**config.mk**
```make
export PLATFORM = sky130hd
export DESIGN_NAME = kbd_scan_decoder
export DESIGN_NICKNAME = d
export VERILOG_FILES = /design/src/rtl/kbd_scan_decoder.sv
export SDC_FILE = /design/constraint.sdc
export NUM_CORES = 1
export LEC_CHECK = 0
export ABC_AREA = 1
export ABC_CLOCK_PERIOD_IN_PS = 2000
export CORE_ASPECT_RATIO = 1.2
export CORE_MARGIN = 1.5
export CORE_UTILIZATION = 35
export CTS_CLUSTER_DIAMETER = 200
export DETAILED_ROUTE_END_ITERATION = 8
export SYNTH_ARGS = -nofsm -noshare
export SYNTH_HDL_FRONTEND = slang
export SYNTH_SLANG_ARGS = --single-unit
export TNS_END_PERCENT = 10
```
**constraint.sdc**
```tcl
create_clock -name clk -period 2 [get_ports clk]
set_clock_uncertainty 0.15 [all_clocks]
set_input_delay 0.3 -clock clk [delete_from_list [all_inputs] [get_ports clk]]
set_output_delay 0.3 -clock clk [all_outputs]
set_load 0.05 [all_outputs]
```
**src/rtl/kbd_scan_decoder.sv**
```systemverilog
// PS/2 Set-2 scan decoder: pops bytes from ps2_keyboard, tracks one held
// key, maps it to ASCII, counts presses and drives six 7-segment digits.
module kbd_scan_decoder #(
  parameter int CNT_W = 8
) (
  input  logic             clk,
  input  logic             resetn,
  input  logic [7:0]       ps2_data,
  input  logic             ps2_ready,
  input  logic             ps2_overflow,
  output logic             nextdata_n,
  output logic             key_valid,
  output logic             key_ext,
  output logic [7:0]       scancode,
  output logic [7:0]       ascii,
  output logic [CNT_W-1:0] press_cnt,
  output logic             ovf_err,
  output logic [7:0]       seg0,
  output logic [7:0]       seg1,
  output logic [7:0]       seg2,
  output logic [7:0]       seg3,
  output logic [7:0]       seg4,
  output logic [7:0]       seg5
);

  typedef enum logic {
    FETCH,
    WAIT
  } pop_e;

  typedef enum logic [1:0] {
    BASE,
    EXT,
    BRK,
    EXT_BRK
  } dec_e;

  pop_e       pop_q, pop_d;
  dec_e       dec_q, dec_d;
  logic [7:0] byte_q;
  logic       byte_vld;
  logic       mk, bk, ext;
  logic       same;

  function automatic logic [7:0] to_ascii(input logic [7:0] c);
    logic [7:0] a;
    case (c)
      8'h1C: a = 8'h61; 8'h32: a = 8'h62; 8'h21: a = 8'h63;
      8'h23: a = 8'h64; 8'h24: a = 8'h65; 8'h2B: a = 8'h66;
      8'h34: a = 8'h67; 8'h33: a = 8'h68; 8'h43: a = 8'h69;
      8'h3B: a = 8'h6A; 8'h42: a = 8'h6B; 8'h4B: a = 8'h6C;
      8'h3A: a = 8'h6D; 8'h31: a = 8'h6E; 8'h44: a = 8'h6F;
      8'h4D: a = 8'h70; 8'h15: a = 8'h71; 8'h2D: a = 8'h72;
      8'h1B: a = 8'h73; 8'h2C: a = 8'h74; 8'h3C: a = 8'h75;
      8'h2A: a = 8'h76; 8'h1D: a = 8'h77; 8'h22: a = 8'h78;
      8'h35: a = 8'h79; 8'h1A: a = 8'h7A;
      8'h45: a = 8'h30; 8'h16: a = 8'h31; 8'h1E: a = 8'h32;
      8'h26: a = 8'h33; 8'h25: a = 8'h34; 8'h2E: a = 8'h35;
      8'h36: a = 8'h36; 8'h3D: a = 8'h37; 8'h3E: a = 8'h38;
      8'h46: a = 8'h39;
      8'h29: a = 8'h20; 8'h5A: a = 8'h0D;
      default: a = 8'h00;
    endcase
    return a;
  endfunction

  function automatic logic [7:0] hex7(input logic [3:0] n);
    logic [7:0] s;
    case (n)
      4'h0: s = 8'h03; 4'h1: s = 8'h9F; 4'h2: s = 8'h25;
      4'h3: s = 8'h0D; 4'h4: s = 8'h99; 4'h5: s = 8'h49;
      4'h6: s = 8'h41; 4'h7: s = 8'h1F; 4'h8: s = 8'h01;
      4'h9: s = 8'h09; 4'hA: s = 8'h11; 4'hB: s = 8'hC1;
      4'hC: s = 8'h63; 4'hD: s = 8'h85; 4'hE: s = 8'h61;
      default: s = 8'h71;
    endcase
    return s;
  endfunction

  always_comb begin
    pop_d      = pop_q;
    nextdata_n = 1'b1;
    unique case (pop_q)
      FETCH: begin
        if (ps2_ready) begin
          nextdata_n = 1'b0;
          pop_d      = WAIT;
        end
      end
      WAIT: pop_d = FETCH;
    endcase
  end

  always_ff @(posedge clk or negedge resetn) begin
    if (!resetn) begin
      pop_q    <= FETCH;
      byte_q   <= 8'h00;
      byte_vld <= 1'b0;
    end else begin
      pop_q    <= pop_d;
      byte_vld <= !nextdata_n;
      if (!nextdata_n) byte_q <= ps2_data;
    end
  end

  // Prefix tracker: E0/F0 steer the state, the final byte is classified.
  always_comb begin
    dec_d = dec_q;
    mk    = 1'b0;
    bk    = 1'b0;
    ext   = 1'b0;
    if (byte_vld) begin
      unique case (dec_q)
        BASE: begin
          if (byte_q == 8'hE0) dec_d = EXT;
          else if (byte_q == 8'hF0) dec_d = BRK;
          else if (byte_q != 8'hAA && byte_q != 8'hFA &&
                   byte_q != 8'hEE && byte_q != 8'hE1) mk = 1'b1;
        end
        EXT: begin
          ext = 1'b1;
          if (byte_q == 8'hF0) dec_d = EXT_BRK;
          else if (byte_q != 8'hE0) begin
            mk    = 1'b1;
            dec_d = BASE;
          end
        end
        BRK: begin
          dec_d = BASE;
          bk    = (byte_q != 8'hE0 && byte_q != 8'hF0);
        end
        EXT_BRK: begin
          ext   = 1'b1;
          dec_d = BASE;
          bk    = (byte_q != 8'hE0 && byte_q != 8'hF0);
        end
      endcase
    end
  end

  assign same = ({ext, byte_q} == {key_ext, scancode});

  always_ff @(posedge clk or negedge resetn) begin
    if (!resetn) begin
      dec_q     <= BASE;
      key_valid <= 1'b0;
      key_ext   <= 1'b0;
      scancode  <= 8'h00;
      ascii     <= 8'h00;
      press_cnt <= '0;
      ovf_err   <= 1'b0;
    end else begin
      dec_q <= dec_d;
      if (ps2_overflow) ovf_err <= 1'b1;
      if (mk && !(key_valid && same)) begin
        key_valid <= 1'b1;
        key_ext   <= ext;
        scancode  <= byte_q;
        ascii     <= ext ? 8'h00 : to_ascii(byte_q);
        press_cnt <= press_cnt + CNT_W'(1);
      end else if (bk && same) begin
        key_valid <= 1'b0;
      end
    end
  end

  assign seg0 = key_valid ? hex7(scancode[3:0]) : 8'hFF;
  assign seg1 = key_valid ? hex7(scancode[7:4]) : 8'hFF;
  assign seg2 = key_valid ? hex7(ascii[3:0]) : 8'hFF;
  assign seg3 = key_valid ? hex7(ascii[7:4]) : 8'hFF;
  assign seg4 = hex7(press_cnt[3:0]);
  assign seg5 = hex7(press_cnt[7:4]);

endmodule
```
After elaboration in Yosys (flattened, before gate mapping)
Memories as Yosys holds them, arrays and structs flattened.
Index checks and enable logic that the tools add are counted.
{ "word_totals": {"wordCells": 75, "input_bits": 12, "reg_bits": 39, "mem_bits_ro": 1568, "memories": 7, "output_inout_bits": 76} }
{ "classes": {"n_mux": 28, "n_eq_ne": 14, "addsub": 1, "bitwise_logic": 1, "n_reduce_logical": 14} }
{ "memory_table": {"columns": ["name", "depth", "width", "read_ports", "rd_clocked_by_memory_dff", "wr", "line", "source"], "rows": [
  ["(no name shown)", 128, 7, 1, 0, 0, "47", "case (c)"],
  ["(no name shown)", 16, 7, 1, 0, 0, "69", "case (n)"],
  ["(no name shown)", 16, 7, 1, 0, 0, "69", null],
  ["(no name shown)", 16, 7, 1, 0, 0, "69", null],
  ["(no name shown)", 16, 7, 1, 0, 0, "69", null],
  ["(no name shown)", 16, 7, 1, 0, 0, "69", null],
  ["1 more memories", null, null, null, null, null, null, null]
]} }
{ "op_table": {"columns": ["op", "n"], "rows": [
  ["$mux W8", 6],
  ["$ne A8 B8 Y1 const B", 6],
  ["$eq A8 B8 Y1 const B", 2],
  ["$mux W1", 15],
  ["$eq A9 B9 Y1", 1],
  ["$add A8 B1 Y8 const B", 1],
  ["$mux W2", 4],
  ["$logic_and A1 B1 Y1", 7],
  ["$ne A3 B3 Y1 const B", 2],
  ["$pmux W2 S3", 1],
  ["$eq A2 B2 Y1 const B", 2],
  ["$pmux W1 S2", 2],
  ["$reduce_or A2 Y1", 2],
  ["$reduce_and A3 Y1", 1],
  ["$eq A2 B1 Y1 const B", 1],
  ["$logic_not A1 Y1", 2],
  ["$logic_not A2 Y1", 1],
  ["$reduce_bool A2 Y1", 1],
  ["$not A1 Y1", 1]
]} }

Logic depth before layout (Yosys ltp)
{ "depth": {"depth_word": 11, "ltp_mapped": 13, "mapped_depth_nobuf": 12} }

Least setup slack after synthesis
OpenSTA, ideal clock, no wires.
{ "synth_timing": {"path_type": "flip-flop to output port", "start": "register press_cnt[4]", "end": "output seg5[4]", "arrival_time_ns": 3.157, "stages_incl_launch_ff": 4, "t_required_ns": 1.550, "n_path_buf": 0, "slack_ns": -1.607, "cell_sequence": "dfrtp_1 -> inv_1 -> ha_1 -> o311ai_0"} }
{ "synth_via": {"elab_chain_cells": 1} }
{ "synth_rtl": {"columns": ["item", "line", "source"], "rows": [
  ["start: declaration", "16", "output logic [CNT_W-1:0] press_cnt,"],
  ["start signal: assignment", "160", "press_cnt <= press_cnt + CNT_W'(1);"],
  ["$mem_v2 Z16 W7", null, null],
  ["end: declaration", "23", "output logic [7:0] seg5"]
]} }
No other way between the ends.

Final worst setup path
{ "layout_timing": {"start": "register scancode[1]", "end": "output seg0[5]"} }
{ "layout_via": {"elab_chain_cells": 2} }
{ "layout_rtl": {"columns": ["item", "line", "source"], "rows": [
  ["start: declaration", "14", "output logic [7:0] scancode,"],
  ["start signal: assignment", "158", "scancode <= byte_q;"],
  ["$mem_v2 Z16 W7", null, null],
  ["$mux W8", "167", "assign seg0 = key_valid ? hex7(scancode[3:0]) : 8'hFF;"],
  ["end: declaration", "18", "output logic [7:0] seg0,"]
]} }
No other way between the ends.

==> impl_metrics.json <==
{
  "synth_ff_type": "dfrtp_1",
  "clock_path_buffers": 2,
  "leakagePower_nw": 3.08,
  "setup_ws_ns": -0.129,
  "dr.pass1.iters": 5,
  "grt_remaining_overflow": 0,
  "htreeDepth": 2,
  "ys_seq_area_frac": 0.238,
  "grt_setup_unrepaired": "yes",
  "dieWidth_um": 99.2,
  "violations": "setup timing",
  "grt_pass1_wl_um": 21300,
  "synth_top_area_frac": 0.238,
  "yosysUniqueCellTypes": 39,
  "met2_length_um": 6580,
  "outcome": "finished with violations",
  "path_clk_slew_ns": 0.06,
  "peakVddDrop_mv": 0.734,
  "wire_per_inst_um": 14.8,
  "cp_max_fo": 4,
  "clock_sinks": 37,
  "design.portCount": 88,
  "post-place-ws_ns": -0.00760,
  "core_area_um2": 10700,
  "drive_gt1_frac": 0.419,
  "numCtsBuffers": 5,
  "final_max_slew_viol_count": 0,
  "ys_seq_elements": 37,
  "synth_edf_count": 0,
  "cp.required_ns": 1.55,
  "fmax_mhz": 470,
  "power_density_nw_per_um2": 1330,
  "floorplan.initialDensity": 0.364,
  "worstPathArrival_ns": 1.68,
  "syn2layout_area_growth_pct": 64.8,
  "num_antenna_cells": 0,
  "drt_iter0_drc": 228,
  "avgSynthCellArea_um2": 6.59,
  "antenna_found_initial": 0,
  "start_kind": "flop",
  "min_period_ns": 2.13,
  "die-area_um2": 11700,
  "finalPower_mw": 8.53,
  "dp_hpwl_um": 9480,
  "cts_tree": "yes",
  "via_count": 4472,
  "drc": 0,
  "top_layer": "met4",
  "yosysTopAreaCell": "dfrtp_1",
  "grt_pass1_vias": 4372,
  "wl_met3_um": 450,
  "syn-instance-count": 590,
  "filler_cell_count": 950,
  "clock_latency_ns": 0.29,
  "async_flop_share": 1.00,
  "drt_wl_total_um": 12900,
  "met1Wirelength_um": 5690,
  "fp.dieH_um": 118,
  "rows": 41,
  "hold_violations": 0,
  "gr-usage-all-layers": 0.220,
  "post-route-util": 0.600,
  "layout.nets": 797,
  "grt_max_degree": 26,
  "ys_warn_count": 0,
  "clock-root-buffer": "clkbuf_16",
  "critPathKind": "reg2out",
  "syn_area_um2": 3890,
  "tns_ns": -1.13,
  "setup_viol": 22,
  "crit_path_end_kind": "primary output",
  "cap_viol_max_count": 0,
  "ys_top_cells_by_area": "dfrtp_1, nand2_1, ha_1",
  "gp_congestion": 0.887,
  "hp-class": "reg2reg",
  "ant_nets": 0,
  "port_buffers": 80,
  "avgViaCountPerCell": 5.12,
  "min_period_over_period": 1.06
}
==> stage by stage <==
step | cells | area, µm² | hold slack [ns]
after floorplan | 595 | 4090 | -0.146
after global placement | 829 | 5510 | 0.120
after detailed placement | 829 | 5510 | 0.126
after CTS | 865 | 6170 | 0.330
after global routing | 873 | 6400 | 0.348
final | 873 | 6400 | 0.328
==> cell type report <==
| type | count | area [µm²] | share of cell area |
|---|---|---|---|
| Timing Repair Buffer | 170 | 1800 | 0.281 |
| Inverter | 63 | 272 | 0.0424 |
| Tap cell | 129 | 161 | 0.0252 |
| Clock inverter | 3 | 46.3 | 0.00723 |
| Sequential cell | 37 | 955 | 0.149 |
| Multi-Input combinational cell | 466 | 3050 | 0.476 |
| Clock buffer | 5 | 125 | 0.0195 |
==> final timing paths <==
| check | endpoint | depth (start not counted) | from | slack [ns] |
|---|---|---|---|---|
| max in group asynchronous | ascii[0] | 3 | resetn | 0.70 |
| hold / removal | ovf_err | 1 | ovf_err | 0.33 |
| hold reg to reg | ovf_err | 1 | ovf_err | 0.33 |
| setup / recovery | seg0[5] | 7 | scancode[1] | -0.13 |
| setup reg to reg | press_cnt[2] | 12 | byte_q[1] | 0.11 |
| min in group asynchronous | byte_q[3] | 2 | resetn | 0.35 |
==> per-layer routing <==
layer,up-vias,track usage
met5,-,0
met4,0,0.0563
met3,16,0.0278
met2,127,0.386
met1,2108,0.285
li1,2221,-
==> synthesized netlist by cell type (2+ instances only) <==
master       n
buf_6        2
o211ai_1    16
inv_2        5
nand2_2      6
nor2_4       2
clkbuf_1    13
inv_1       53
o22ai_1      2
o21ai_2      8
o21ai_0     49
buf_2        4
nor2_1      25
ha_1        42
o2111ai_1    2
o311ai_0     4
o21ai_1      9
clkinv_1     4
a21oi_1     21
or2_2        3
nand3_1     52
dfrtp_1     37
nand2_1    193
o21a_1       2
xor2_1       7
conb_1       2
nor2_2       2
o31ai_1      6
buf_4        8
==> power breakdown <==
part / internal (mW) / switching (mW) / leakage, nW
clock network: 0.590 / 0.331 / 0.0800
registers: 0.912 / 0.256 / 0.437
logic: 2.65 / 3.78 / 2.56
==> critical path, stage by stage (launching register included) <==
cell and delay (ns):
dfrtp_2 0.43, inv_4 0.06, buf_6 0.13, ha_4 0.16, inv_4 0.09, nand2_2 0.06, o211ai_1 0.24, clkbuf_16 0.22
==> cell families after synthesis <==
group / count (synthesis) / share of synthesized area
AND/OR/NAND/NOR: 288 / 0.314
AO/OA/AOI/OAI: 121 / 0.187
buffers and inverters: 92 / 0.105
adder cells (fa/ha/maj): 42 / 0.135
flip-flops: 37 / 0.238
XOR/XNOR: 8 / 0.0180
other: 2 / 0.00193
==> repair_timing <==
action | CTS | global route
pin swaps | 15 | 13
gates resized for setup | 55 | 62
setup endpoints to repair | 42 | 56
buffers inserted | 27 | 8
endpoints found under the hold margin | 18 | 0
gates cloned | 0 | 0
hold buffers | 1 | 0
==> flip-flops by register name, summed over array words and instances (netlist names), 2 cells and up <==
register   flops
scancode       8
press_cnt      8
ascii          7
byte_q         8
dec_q          2
==> layout by cell type, fill, tap and decap left out, types with 16 or more instances in the layout <==
master    instances
nand2_1         178
buf_4           110
nand3_1          42
inv_1            37
o21ai_0          30
buf_12           27
ha_1             25
nor2_1           23
dfrtp_2          23
o21ai_1          18
nand2_2          17
o21ai_2          16
o211ai_1         16
No activity file was read; power rests on OpenSTA's default activity.
